$ cat config.mk
export PLATFORM = sky130hd
export DESIGN_NAME = traffic_phase_arbiter
export DESIGN_NICKNAME = d
export VERILOG_FILES = /design/src/rtl/traffic_phase_arbiter.sv
export SDC_FILE = /design/constraint.sdc
export NUM_CORES = 1
export LEC_CHECK = 0
export ABC_AREA = 1
export CAP_MARGIN = 25
export CORE_MARGIN = 8
export CORE_UTILIZATION = 49
export CTS_BUF_LIST = sky130_fd_sc_hd__clkbuf_4 sky130_fd_sc_hd__clkbuf_8 sky130_fd_sc_hd__clkbuf_16
export DETAILED_ROUTE_END_ITERATION = 12
export DONT_BUFFER_PORTS = 1
export PLACE_DENSITY = 0.66
export SLEW_MARGIN = 20
export SYNTH_ARGS = -nofsm -noshare
export SYNTH_HDL_FRONTEND = slang
export SYNTH_SLANG_ARGS = --single-unit
$ cat constraint.sdc
create_clock -name clk -period 2.2 [get_ports clk]
set_clock_uncertainty 0.2 [all_clocks]
set_input_delay 0.11 -clock clk [delete_from_list [all_inputs] [get_ports clk]]
set_output_delay 0.11 -clock clk [all_outputs]
set_load 0.03 [all_outputs]
$ cat src/rtl/traffic_phase_arbiter.sv
`default_nettype none
// ============================================================================
// Module   : traffic_phase_arbiter
// Purpose  : Clocked phase controller for a four-approach intersection.
//            Shares one green phase among N/E/S/W. It either runs a timed
//            round-robin (fixed mode) or grants green to sensor requesters
//            within min/max green limits (actuated mode).
// Ports    : clk         - rising-edge clock
//            rst_n       - asynchronous active-low reset
//            mode        - 0 fixed round-robin, 1 actuated (sampled on ALL_RED exit)
//            req[3:0]    - vehicle present: [3]=N [2]=E [1]=S [0]=W
//            lightout    - lamps {G,Y,R} x N,E,S,W (N in [11:9])
//            grant       - current/last served approach 0=N 1=E 2=S 3=W
//            phase       - 0 ALL_RED, 1 GREEN, 2 YELLOW
//            phase_start - one-cycle pulse on the first cycle of each phase
// Revision : 1.0  initial release
// ============================================================================
module traffic_phase_arbiter #(
   parameter int GREEN_MIN = 4,
   parameter int GREEN_MAX = 10,
   parameter int YELLOW_T  = 3,
   parameter int ALLRED_T  = 2,
   parameter int CNT_W     = 8
) (
   input  logic        clk,
   input  logic        rst_n,
   input  logic        mode,
   input  logic [3:0]  req,
   output logic [11:0] lightout,
   output logic [1:0]  grant,
   output logic [1:0]  phase,
   output logic        phase_start
);

   typedef enum logic [1:0] {
      ALL_RED = 2'd0,
      GREEN   = 2'd1,
      YELLOW  = 2'd2
   } state_t;

   localparam logic [CNT_W-1:0] c_allred_last = CNT_W'(ALLRED_T - 1);
   localparam logic [CNT_W-1:0] c_yellow_last = CNT_W'(YELLOW_T - 1);
   localparam logic [CNT_W-1:0] c_gmin_last   = CNT_W'(GREEN_MIN - 1);
   localparam logic [CNT_W-1:0] c_gmax_last   = CNT_W'(GREEN_MAX - 1);
   localparam logic [11:0]      c_all_red     = 12'b001_001_001_001;

   state_t           r_state;
   state_t           w_state_nxt;
   logic [CNT_W-1:0] r_cnt;
   logic [CNT_W-1:0] w_cnt_nxt;
   logic             r_mode_q;
   logic             w_mode_nxt;
   logic [1:0]       w_grant_nxt;
   logic [1:0]       w_idx;
   logic [1:0]       w_pick;
   logic             w_found;
   logic             w_req_own;
   logic             w_other;
   logic             w_green_exit;
   logic             w_enter;
   logic [11:0]      w_lamp_nxt;

   // Request bits run N..W from bit 3 down, approach indices run N..W from 0
   // up, so the request bit of approach g is req[3-g], i.e. req[~g].
   always_comb begin
      w_req_own = req[~grant];
      w_other   = |(req & ~(4'b1000 >> grant));
      w_found   = 1'b0;
      w_pick    = grant;
      w_idx     = grant;
      // Walk offsets from farthest to nearest so the nearest requester
      // (grant+1 first, grant itself last) is the one that sticks.
      for (int i = 4; i >= 1; i--) begin
         w_idx = grant + 2'(i);
         if (req[~w_idx]) begin
            w_found = 1'b1;
            w_pick  = w_idx;
         end
      end
      w_green_exit = (r_cnt >= c_gmin_last) && w_other &&
                     (!w_req_own || (r_cnt == c_gmax_last));
   end

   always_comb begin
      w_state_nxt = r_state;
      w_grant_nxt = grant;
      w_mode_nxt  = r_mode_q;
      w_cnt_nxt   = r_cnt + 1'b1;
      w_enter     = 1'b0;
      case (r_state)
         ALL_RED: begin
            if (r_cnt == c_allred_last) begin
               if (!mode) begin
                  w_grant_nxt = grant + 2'd1;
                  w_state_nxt = GREEN;
                  w_mode_nxt  = 1'b0;
                  w_enter     = 1'b1;
               end else if (w_found) begin
                  w_grant_nxt = w_pick;
                  w_state_nxt = GREEN;
                  w_mode_nxt  = 1'b1;
                  w_enter     = 1'b1;
               end else begin
                  // Actuated with nobody waiting: rest here, re-check each cycle.
                  w_cnt_nxt = r_cnt;
               end
            end
         end
         GREEN: begin
            if (!r_mode_q) begin
               if (r_cnt == c_gmax_last) begin
                  w_state_nxt = YELLOW;
                  w_enter     = 1'b1;
               end
            end else if (w_green_exit) begin
               w_state_nxt = YELLOW;
               w_enter     = 1'b1;
            end else if (r_cnt == c_gmax_last) begin
               // Uncontested actuated green: counter saturates.
               w_cnt_nxt = r_cnt;
            end
         end
         YELLOW: begin
            if (r_cnt == c_yellow_last) begin
               w_state_nxt = ALL_RED;
               w_enter     = 1'b1;
            end
         end
         default: begin
            w_state_nxt = ALL_RED;
            w_enter     = 1'b1;
         end
      endcase
      if (w_enter) begin
         w_cnt_nxt = '0;
      end
   end

   // Lamps are derived from the next state so they change on the same edge.
   always_comb begin
      w_lamp_nxt = c_all_red;
      for (int a = 0; a < 4; a++) begin
         if (2'(a) == w_grant_nxt) begin
            if (w_state_nxt == GREEN) begin
               w_lamp_nxt[3*(3-a) +: 3] = 3'b100;
            end else if (w_state_nxt == YELLOW) begin
               w_lamp_nxt[3*(3-a) +: 3] = 3'b010;
            end
         end
      end
   end

   always_ff @(posedge clk or negedge rst_n) begin
      if (!rst_n) begin
         r_state     <= ALL_RED;
         r_cnt       <= '0;
         r_mode_q    <= 1'b0;
         grant       <= 2'd3;
         lightout    <= c_all_red;
         phase       <= 2'd0;
         phase_start <= 1'b0;
      end else begin
         r_state     <= w_state_nxt;
         r_cnt       <= w_cnt_nxt;
         r_mode_q    <= w_mode_nxt;
         grant       <= w_grant_nxt;
         lightout    <= w_lamp_nxt;
         phase       <= w_state_nxt;
         phase_start <= w_enter;
      end
   end

endmodule
`default_nettype wire

==> results.json, run 1 <==
{
  "status": "completed",
  "yosys.area.top_type": "dfrtp_1",
  "final_layout_size_suffix_gt1_frac": 0.3274,
  "numCtsBuffers": 3,
  "grt_setup_unrepaired": "true",
  "max-slew-margin-rel": 0.4199,
  "p_per_area_nw_per_um2": 1620,
  "fin_crit_ns": 2.198,
  "grt_pass1_vias": 1325,
  "vias_per_cell": 5.151,
  "area_growth_pct": 28.35,
  "path_buf_inv": 3,
  "track_usage": 0.1459,
  "die_y_um": 71.91,
  "max_freq_mhz": 455.0,
  "crit_fanout": 5,
  "via_count": 1334,
  "slowest_stage": "dfstp_4",
  "start_util": 0.5100,
  "die_x_um": 71.91,
  "clock_sinks": 26,
  "synth_warnings": 0,
  "syn_area_um2": 1531,
  "ys_seq_elements": 26,
  "regArea_um2": 661.9,
  "synth-seq-area-share": 0.4297,
  "fin_crit_sh": 0.9991,
  "multiInputGateArea_um2": 868.3,
  "cts-root-buf": "clkbuf_4",
  "leakage_nw": 0.9560,
  "core_area_um2": 3003,
  "fillCellCount": 236,
  "cts_tree": "yes",
  "finalWorstSetupSlack_ns": 0.002081,
  "crit_top_cell": "nand2_1",
  "ir_worst_vdd_uv": 816.8,
  "fp-row-count": 20,
  "dpl.hpwl_mm": 2.529,
  "clk_pin_slew_ns": 0.14,
  "synthTopCellsByArea": "dfrtp_1 33%, nand2_1 12%, dfstp_2 10%",
  "synthesis.nets": 215,
  "ioPinCount": 24,
  "dpl.cell_count": 246,
  "clockBufferDepth": 2,
  "crit_type": "flop to flop",
  "drc": 0,
  "hold_class": "primary input to flop",
  "yosysTopAreaCellShare": 0.3268,
  "drt_iter0_markers": 41,
  "cpPeakStageDelay_ns": 0.70,
  "final_cells": 259,
  "grt_pass1_wl_mm": 6.072,
  "crit_chain": "inv_6 > ha_4 > o21ai_2 > nor2_1 > nor2_1 > nand2_1 > nand2_2 > nand2_1 > nand2_1 > nand2_2 > inv_2 > ha_4 > inv_4 > nand4_1",
  "hold_viol_final": 0,
  "synthCells": 199,
  "gp_congestion": 0.9573,
  "syn_area_per_cell_um2": 7.696,
  "whs_ns": 0.07364,
  "diodes": 0,
  "worstSkewPairLatency_ns": 0.31,
  "wire_per_inst_um": 13.86,
  "die-area_um2": 5170,
  "worstSetupEndpointType": "flop",
  "cp.arrival_ns": 2.25,
  "grt_max_degree": 21,
  "io_buffers": 0,
  "crit_family": "flip-flops",
  "nets": 243,
  "postLayoutCoreUtil": 0.6546,
  "worstSetupStartpointType": "flop",
  "place_ws_ns": -0.07621,
  "routed_wl_mm": 3.590,
  "required_ns": 2.25,
  "worst_pin_slew_ns": 0.8673,
  "cap_viol_max_count": 0,
  "setup_viol": 0,
  "grt_remaining_overflow": 0,
  "dr.pass1.iters": 4,
  "fin_tns_setup_ns": 0,
  "htreeDepth": 1,
  "synth_cell_types": 23,
  "slew_violations": 0,
  "ant_nets": 0,
  "antenna_found_initial": 0
}
==> layer usage <==
| layer | vias up | wire length [um] | GRT usage | share of wire |
|---|---|---|---|---|
| met1 | 634 | 1508 | 0.1665 | 0.42 |
| met4 | 0 | 19 | 0.05442 | 0.0053 |
| met5 | - | 0 | 0 | 0 |
| met3 | 2 | 242 | 0.03857 | 0.067 |
| li1 | 677 | - | - | - |
| met2 | 21 | 1820 | 0.2540 | 0.51 |
==> stage by stage <==
| stage | power (mW) | area (um2) |
|---|---|---|
| 3_3_place_gp | 2.435 | 1717 |
| 3_5_place_dp | 2.472 | 1717 |
| 2_1_floorplan | 2.031 | 1570 |
| 4_1_cts | 2.952 | 1878 |
| 6_report | 3.185 | 1966 |
| 5_1_grt | 3.460 | 1966 |
==> cells by family after synthesis <==
group | share of synthesized area
simple gates | 0.3627
buf+inv | 0.08497
flops | 0.4297
compound gates | 0.04330
fa+ha+maj | 0.07353
xor+xnor | 0.005720
==> path summary, 6_finish.rpt <==
| kind | slack [ns] | end | from | cells past startpoint |
|---|---|---|---|---|
| max | 0.002 | lightout[9] | grant[0] | 14 |
| min reg2reg | 0.42 | r_cnt[5] | r_cnt[5] | 2 |
| max reg2reg | 0.002 | lightout[9] | grant[0] | 14 |
| min | 0.07 | grant[0] | mode | 6 |
| max in group asynchronous | 0.36 | r_cnt[2] | rst_n | 3 |
| min in group asynchronous | 0.17 | lightout[9] | rst_n | 2 |
==> cell usage after synthesis (all sizes together) <==
| cell | count |
|---|---|
| a21oi | 5 |
| a31oi | 1 |
| dfrtp | 20 |
| dfstp | 6 |
| ha | 9 |
| inv | 34 |
| nand2 | 55 |
| nand3 | 18 |
| nand3b | 1 |
| nand4 | 4 |
| nor2 | 29 |
| nor3 | 8 |
| nor4b | 1 |
| o21ai | 7 |
| xor2 | 1 |
==> placed cells by master (no fill, tap or decap), types with 4 or more instances in the layout <==
cell type   n
nand3_1    13
nand2_1    42
nor3_2      5
inv_2       4
inv_1      24
nand3_2     5
inv_4       5
a21oi_1     5
buf_4      18
ha_4        5
dfstp_2     5
nor2_1     26
dfrtp_1    20
nand2_2     9
==> timing repair <==
action / CTS / global route
pin swaps: 6 / 11
endpoints found under the hold margin: 30 / 0
resized for setup: 11 / 19
gates cloned: 0 / 0
hold buffers: 4 / 0
setup endpoints to repair: 12 / 20
buffers inserted: 2 / 3
==> flip-flops by register name (all words and copies together) (netlist names) <==
register,cells
phase_start,1
lightout,12
r_state,2
r_mode_q,1
r_cnt,8
grant,2
==> worst register-to-register path: cells and delay by family (launching register included) <==
family	cells	cell delay, ns
compound gates	1	0.11
fa+ha+maj	2	0.35
buf+inv	3	0.19
flops	1	0.70
simple gates	8	0.59
==> power breakdown <==
group | internal (mW) | switching [mW]
sequential | 0.682 | 0.291
clock | 0.184 | 0.135
combinational | 0.761 | 1.13
total | 1.63 | 1.56
==> layout make-up <==
| type | count | share of cell area |
|---|---|---|
| repair buffers | 23 | 0.09994 |
| well taps | 33 | 0.02101 |
| inverters | 34 | 0.07384 |
| multi-input cells | 139 | 0.4418 |
| flip-flops and latches | 26 | 0.3367 |
| clock inverters | 1 | 0.01528 |
| clock buffers | 3 | 0.01146 |
No activity file was read; power rests on OpenSTA's default activity.
==> inputs of run 2 (changes only) <==
--- a/config.mk
+++ b/config.mk
@@ -7,12 +7,14 @@
 export LEC_CHECK = 0
 export ABC_AREA = 1
 export CAP_MARGIN = 25
+export CELL_PAD_IN_SITES_DETAIL_PLACEMENT = 0
+export CELL_PAD_IN_SITES_GLOBAL_PLACEMENT = 1
 export CORE_MARGIN = 8
-export CORE_UTILIZATION = 49
+export CORE_UTILIZATION = 41
 export CTS_BUF_LIST = sky130_fd_sc_hd__clkbuf_4 sky130_fd_sc_hd__clkbuf_8 sky130_fd_sc_hd__clkbuf_16
 export DETAILED_ROUTE_END_ITERATION = 12
 export DONT_BUFFER_PORTS = 1
-export PLACE_DENSITY = 0.66
+export PLACE_DENSITY_LB_ADDON = 0.1
 export SLEW_MARGIN = 20
 export SYNTH_ARGS = -nofsm -noshare
 export SYNTH_HDL_FRONTEND = slang
==> constraint.sdc (replaced) <==
create_clock -name clk -period 2.2 [get_ports clk]
set_clock_uncertainty 0.2 [all_clocks]
set_input_delay 0.11 -clock clk [delete_from_list [all_inputs] [get_ports clk]]
set_output_delay 0.11 -clock clk [all_outputs]
set_load 0.1 [all_outputs]
==> run 2 against run 1 <==
  * Cell count grew 10%
  * Register-to-register slack is essentially flat
  * Fmax grew 0.19%
  * Critical endpoint unchanged
  * Sequential cell count is the same
  * Highest routed layer unchanged
  * Critical path depth grew 1
  * Setup slack gained 0.0042 ns
==> results.json, run 2 (synthesized netlist as in run 1, its figures left out) <==
{
  "status": "completed",
  "grt.met3_usage": 0.03846,
  "drc": 0,
  "final_layout_size_suffix_gt1_frac": 0.3571,
  "met2_usage": 0.2082,
  "max_freq_mhz": 455.8,
  "postLayoutCoreUtil": 0.5647,
  "ioPinCount": 24,
  "numCtsBuffers": 3,
  "r2r-start": "grant[0]",
  "hold_class": "primary input to flop",
  "vias_per_cell": 4.745,
  "antenna_found_initial": 0,
  "grt_pass1_wl_mm": 6.154,
  "use_met1": 0.1503,
  "cap_viol_max_count": 0,
  "ant_nets": 0,
  "via_count": 1357,
  "grt_remaining_overflow": 0,
  "core_area_um2": 3633,
  "top_regs": "lightout x12, r_cnt x8",
  "worst-r2r-cell-count": 15,
  "clockBufferDepth": 2,
  "final_cells": 286,
  "gp_congestion": 0.7946,
  "fp-row-count": 22,
  "wire_per_inst_um": 12.62,
  "dr.pass1.iters": 4,
  "hold_viol_final": 0,
  "setup_viol": 0,
  "die_y_um": 77.12,
  "timing.rr.end": "lightout[9]",
  "grt_setup_unrepaired": "true",
  "track_usage": 0.1239,
  "slew_violations": 0,
  "start_util": 0.4215,
  "busiest_layer": "met2",
  "layout_common_cells": "42 x nand2_1, 32 x buf_4, 28 x nor2_1",
  "fin_crit_ns": 2.194,
  "grt_max_degree": 27,
  "cts_tree": "yes",
  "fin_tns_setup_ns": 0,
  "finalWorstSetupSlack_ns": 0.006254,
  "max-slew-margin-rel": 0.6705,
  "clk_pin_slew_ns": 0.09,
  "final_common_cell": "nand2_1",
  "fin_crit_sh": 0.9972,
  "cp.arrival_ns": 2.20,
  "place_ws_ns": -0.09003,
  "io_buffers": 0,
  "drt_iter0_markers": 38,
  "die_x_um": 77.12,
  "crit_type": "flop to flop",
  "nets": 255,
  "clock_sinks": 26,
  "dpl.hpwl_mm": 2.824,
  "required_ns": 2.21,
  "crit_fanout": 5,
  "worstSetupStartpointType": "flop",
  "regToRegSetupSlack_ns": 0.006,
  "top_register": "lightout",
  "area_growth_pct": 33.99,
  "startpoint": "grant[0]",
  "die-area_um2": 5947,
  "diodes": 0,
  "routed_wl_mm": 3.610,
  "largest_reg_flops": 12,
  "htreeDepth": 1,
  "cts-root-buf": "clkbuf_8",
  "worstSkewPairLatency_ns": 0.26,
  "dpl.cell_count": 272,
  "worstSetupEndpointType": "flop",
  "worst_pin_slew_ns": 0.4954,
  "crit_end": "lightout[9]",
  "grt_pass1_vias": 1363
}
## run 2: cell type report
class | instances | area (um2)
Multi-Input combinational cell | 139 | 852.1
Sequential cell | 26 | 665.6
Fill cell | 364 | 1582
Timing Repair Buffer | 35 | 280.3
Tap cell | 48 | 60.06
Clock buffer | 4 | 48.80
Inverter | 34 | 145.1
## run 2: stage by stage
step / hold WS, ns / instance area (um2)
3_5_place_dp: -0.3851 / 1849
2_1_floorplan: -0.3856 / 1602
5_1_grt: 0.07290 / 2052
3_3_place_gp: -0.3849 / 1849
6_report: 0.01513 / 2052
4_1_cts: 0.01273 / 2002
## run 2: worst min path at each step
stage	startpoint	endpoint	slack (ns)	cells after the start
5_1_grt	mode	lightout[9]	0.07	4
4_1_cts	mode	lightout[9]	0.01	4
2_1_floorplan	rst_n	lightout[10]	-0.39	0
3_3_place_gp	rst_n	lightout[1]	-0.38	0
3_5_place_dp	rst_n	lightout[2]	-0.39	0
6_report	mode	lightout[9]	0.02	4
## run 2: repair_timing
item	CTS	global route
hold buffers	3	0
endpoints found under the setup margin	9	18
pin swaps	10	9
buffers inserted	5	2
resized for setup	6	12
hold endpoints to repair	27	0
## run 2: worst max-delay path, stage by stage (launching register included)
cell and delay [ns]:
dfstp_4 0.69, ha_4 0.14, inv_2 0.03, nand2_2 0.06
o21ai_2 0.05, nor2_1 0.12, nor2_1 0.05, nand2_1 0.09
nand2_2 0.06, nand2_1 0.06, nand2_1 0.06, nand2_2 0.10
inv_2 0.05, ha_4 0.27, inv_4 0.04, nand4_1 0.08
## run 2: layer usage
layer | up-vias | share of wire | wire, um
met5 | - | 0 | 0
met4 | 0 | 0.0058 | 21
met3 | 2 | 0.052 | 189
met2 | 20 | 0.49 | 1776
met1 | 638 | 0.45 | 1623
li1 | 697 | - | -
Power of run 2 is left out: the tool's default activity adds up to more than one toggle a clock period on the data nets, which glitch-free logic cannot reach.
